`src/rtl/demux64_capture.sv`:
```
// Serial-to-parallel capture: steers single bits into a 64-bit word by select or auto pointer,
// then holds the assembled word (with a written-position mask) until the consumer takes it.
module demux64_capture (
  input  logic        clk,
  input  logic        rst_n,
  input  logic        bit_in,
  input  logic        bit_valid,
  output logic        bit_ready,
  input  logic        use_sel,
  input  logic [5:0]  select,
  input  logic        flush,
  output logic [63:0] word_out,
  output logic [63:0] word_mask,
  output logic        word_valid,
  input  logic        word_ready
);

  localparam int unsigned WordW = 64;
  localparam int unsigned SelW  = 6;

  typedef enum logic {
    ST_FILL = 1'b0,
    ST_HOLD = 1'b1
  } state_e;

  state_e            state_q, state_d;
  logic [WordW-1:0]  word_q, word_d;
  logic [WordW-1:0]  mask_q, mask_d;
  logic [SelW-1:0]   ptr_q, ptr_d;
  logic [SelW-1:0]   idx;
  logic              valid_q, ready_q;

  // Next-state: write-then-decide, so a same-cycle flush sees the bit just written.
  always_comb begin
    state_d = state_q;
    word_d  = word_q;
    mask_d  = mask_q;
    ptr_d   = ptr_q;
    idx     = use_sel ? select : ptr_q;
    case (state_q)
      ST_FILL: begin
        if (bit_valid) begin
          word_d[idx] = bit_in;
          mask_d[idx] = 1'b1;
          if (!use_sel) ptr_d = ptr_q + SelW'(1);
        end
        if ((&mask_d) || (flush && (|mask_d))) state_d = ST_HOLD;
      end
      ST_HOLD: begin
        if (word_ready) begin
          word_d  = '0;
          mask_d  = '0;
          ptr_d   = '0;
          state_d = ST_FILL;
        end
      end
      default: state_d = ST_FILL;
    endcase
  end

  always_ff @(posedge clk) begin
    if (!rst_n) begin
      state_q <= ST_FILL;
      word_q  <= '0;
      mask_q  <= '0;
      ptr_q   <= '0;
      valid_q <= 1'b0;
      ready_q <= 1'b1;
    end else begin
      state_q <= state_d;
      word_q  <= word_d;
      mask_q  <= mask_d;
      ptr_q   <= ptr_d;
      valid_q <= (state_d == ST_HOLD);
      ready_q <= (state_d == ST_FILL);
    end
  end

  // Ready is forced high while reset is asserted; no write can land since reset wins.
  assign bit_ready  = ready_q | ~rst_n;
  assign word_valid = valid_q;
  assign word_out   = word_q;
  assign word_mask  = mask_q;

endmodule

```
`config.mk`:
```
export PLATFORM = sky130hd
export DESIGN_NAME = demux64_capture
export DESIGN_NICKNAME = d
export VERILOG_FILES = /design/src/rtl/demux64_capture.sv
export SDC_FILE = /design/constraint.sdc
export NUM_CORES = 1
export LEC_CHECK = 0
export BUFFER_PORTS_ARGS = -buffer_cell sky130_fd_sc_hd__buf_4
export CAP_MARGIN = 10
export CORE_AREA = 2 2 107 109
export CTS_CLUSTER_DIAMETER = 200
export DETAILED_ROUTE_END_ITERATION = 8
export DIE_AREA = 0 0 109 111
export MAX_ROUTING_LAYER = met4
export PLACE_DENSITY = 0.92
export SYNTH_ARGS = -nofsm -noshare
export SYNTH_HDL_FRONTEND = slang
export SYNTH_SLANG_ARGS = --single-unit
```
`constraint.sdc`:
```
create_clock -name clk -period 5.55 [get_ports clk]
set_input_delay 1.11 -clock clk [delete_from_list [all_inputs] [get_ports clk]]
set_output_delay 1.11 -clock clk [all_outputs]
set_load 0.02 [all_outputs]
```
==> flow_summary.json <==
{
  "power_density_mw_per_mm2": 303.3,
  "port_buffers": 142,
  "syn_inst": 778,
  "ys_seq_elements": 136,
  "period_needed_ns": 3.462,
  "detail_route.vias_per_cell": 6.462,
  "synth_common_cells": "a21oi_1 (147), dfxtp_1 (136), nor2_1 (118)",
  "synth_most_common_cell": "a21oi_1",
  "wl_um": 21970,
  "grt_pass1_wl_um": 33600,
  "die_x_um": 109,
  "ys_seq_area_frac": 0.4364,
  "finalSetupTns_ns": 0,
  "holdPathEnd": "word_out[29]",
  "start_util": 0.5632,
  "min_path_cells": 2,
  "rr_endpoint": "ready_q",
  "clk_latency_ns": 0.43,
  "finalPower_mw": 2.417,
  "rsz0062_at_grt": "false",
  "yosysWarnings": 0,
  "place.gp.congestion": 0.9819,
  "cts_root_buffer": "clkbuf_16",
  "num_rows": 39,
  "cts_tree": "built",
  "fin_worst_skew_ns": 0.004112,
  "crit_fanout": 25,
  "cts_htree_levels": 4,
  "synth_area_leaders": "dfxtp_1 (44%), a21oi_1 (12%), mux2i_1 (7.4%), nor2_1 (7.1%), nand2_1 (4.9%)",
  "die-height_um": 111,
  "relSlewSlack": 0.3262,
  "tightest_slew_ns": 1.007,
  "min_period_over_period": 0.6238,
  "ys_types": 50,
  "worstHoldStart": "word_out[29]",
  "place_hpwl_um": 14130,
  "p_leak_nw": 3.322,
  "grt_pass1_vias": 6157,
  "reg2reg_slack_ns": 2.47,
  "grt_max_degree": 81,
  "maxSlewViolCount": 0,
  "synth_edf_count": 0,
  "coreArea_mm2": 0.01108,
  "layout-drive-gt1-share": 0.2375,
  "setup_viol": 0,
  "num_vias": 6746,
  "wl_per_cell_um": 21.04,
  "violations": "design-rule violations",
  "diodes": 0,
  "overflow": 0,
  "timing.hold.ws_ns": 0.4591,
  "reg2regPathDepth": 8,
  "ys.flop_type": "dfxtp_1",
  "antenna_left": 0,
  "cp_data_required_time_ns": 5.85,
  "cts_hold_repair.buffers": 0,
  "max_cap_violations": 0,
  "clockBufferDepth": 2,
  "worst_r2r_startpoint": "ptr_q[4]",
  "die-area_mm2": 0.01210,
  "post_dp_cell_area_mm2": 0.007328,
  "io_pins": 143,
  "grt.total_usage": 0.3731,
  "yosysTopAreaCell": "dfxtp_1",
  "ir_drop_mv": 0.3203,
  "status": "finished with violations",
  "cts_resized": 0,
  "synthToLayoutAreaGrowth_pct": 27.74,
  "synthesis.area_mm2": 0.006238,
  "nets": 902,
  "syn_nets": 792,
  "criticalPathCategory": "input port to flip-flop",
  "endpoint_kind": "flip-flop",
  "fmax_mhz": 288.8,
  "final_hold_viol_count": 0,
  "cts_inserted_buffers": 17,
  "yosysTopAreaCellShare": 0.4364,
  "startpoint_type": "input port",
  "stdcell_area_mm2": 0.007969,
  "cts_setup_buffers": 0,
  "clock_sinks": 136,
  "syn_area_per_cell_um2": 8.019,
  "dr.pass1.iters": 9,
  "cp_data_arrival_time_ns": 3.76,
  "antenna_found_initial": 0,
  "drc": 2,
  "synthArstFlopShare": 0,
  "clkTransAtPathRegs_ns": 0.06,
  "holdCritPathClass": "flip-flop to flip-flop",
  "drtIter0Drc": 970
}
[area by class of cell]
cell class / count / area [um2]
fillers: 787 / 3108
inverters: 2 / 7.507
multi-input cells: 575 / 3248
clock inverters: 11 / 170.2
repair buffers: 156 / 1171
well taps: 143 / 178.9
flip-flops and latches: 136 / 2723
clock buffers: 21 / 470.5
[state kept, by name, summed over array words and instances (netlist names)]
name and flops:
word_mask 64, word_out 64, ptr_q 6, ready_q 1, word_valid 1
[placed cells by master (no fill, tap or decap), types with 3 or more instances in the layout]
cell type / count
xor2_1: 4
nor2_1: 118
bufinv_16: 4
clkbuf_16: 17
nor4_1: 29
nand3b_1: 3
o22ai_2: 4
nand2b_1: 9
and3_1: 12
nand4_1: 17
a211oi_2: 5
o22a_1: 3
o22ai_1: 4
o21ai_0: 19
clkinvlp_4: 3
clkbuf_8: 3
nor2b_1: 10
dfxtp_1: 136
a32oi_1: 3
buf_4: 156
a22oi_1: 4
a21o_1: 3
nand2_1: 80
a21oi_1: 147
mux2i_1: 46
nand3_1: 21
a211oi_4: 3
nor3_1: 5
[power breakdown]
part / leakage, nW / switching (mW) / internal [mW]
Sequential: 1.10 / 0.0136 / 0.985
Combinational: 1.92 / 0.149 / 0.0532
Clock: 0.305 / 0.430 / 0.786
Total: 3.32 / 0.593 / 1.82
[per-stage QoR]
stage	util	setup WS (ns)	instances
after CTS	0.7194	2.190	1044
after global placement	0.6616	1.819	1012
after global routing	0.7194	1.969	1044
final	0.7194	2.088	1044
after detailed placement	0.6616	1.752	1012
after floorplan	-	2.493	778
[worst max path at each step]
stage,startpoint,to,slack (ns),cells past startpoint
after CTS,use_sel,ready_q,2.19,9
after global placement,use_sel,ready_q,1.82,9
after floorplan,use_sel,ready_q,2.49,8
final,use_sel,ready_q,2.09,9
after global routing,use_sel,ready_q,1.97,9
after detailed placement,use_sel,ready_q,1.75,9
[critical path, cell delays in order]
cell and delay [ns]:
buf_4 0.20, or3b_4 0.43, a211oi_2 0.71, buf_4 0.29
a21oi_1 0.07, nor4_1 0.34, nand4_1 0.15, nor4_2 0.36
a21oi_1 0.10
[layer usage]
layer | vias to the layer above | wire (um) | global-route usage | share of wire
met5 | - | 0 | - | 0
met4 | 0 | 1060 | 0.1923 | 0.048
met3 | 114 | 2442 | 0.08701 | 0.11
met2 | 494 | 10190 | 0.5532 | 0.46
met1 | 3174 | 8273 | 0.4713 | 0.38
li1 | 2964 | - | - | -
[cell families after synthesis]
group	synth area share
AO/OA/AOI/OAI	0.1927
buffers and inverters	0.04713
AND/OR/NAND/NOR	0.2365
XOR/XNOR	0.005615
adder cells (fa/ha/maj)	0.002005
flip-flops	0.4364
multiplexers	0.07962
Note: power is estimated with default switching activity, not from simulation.
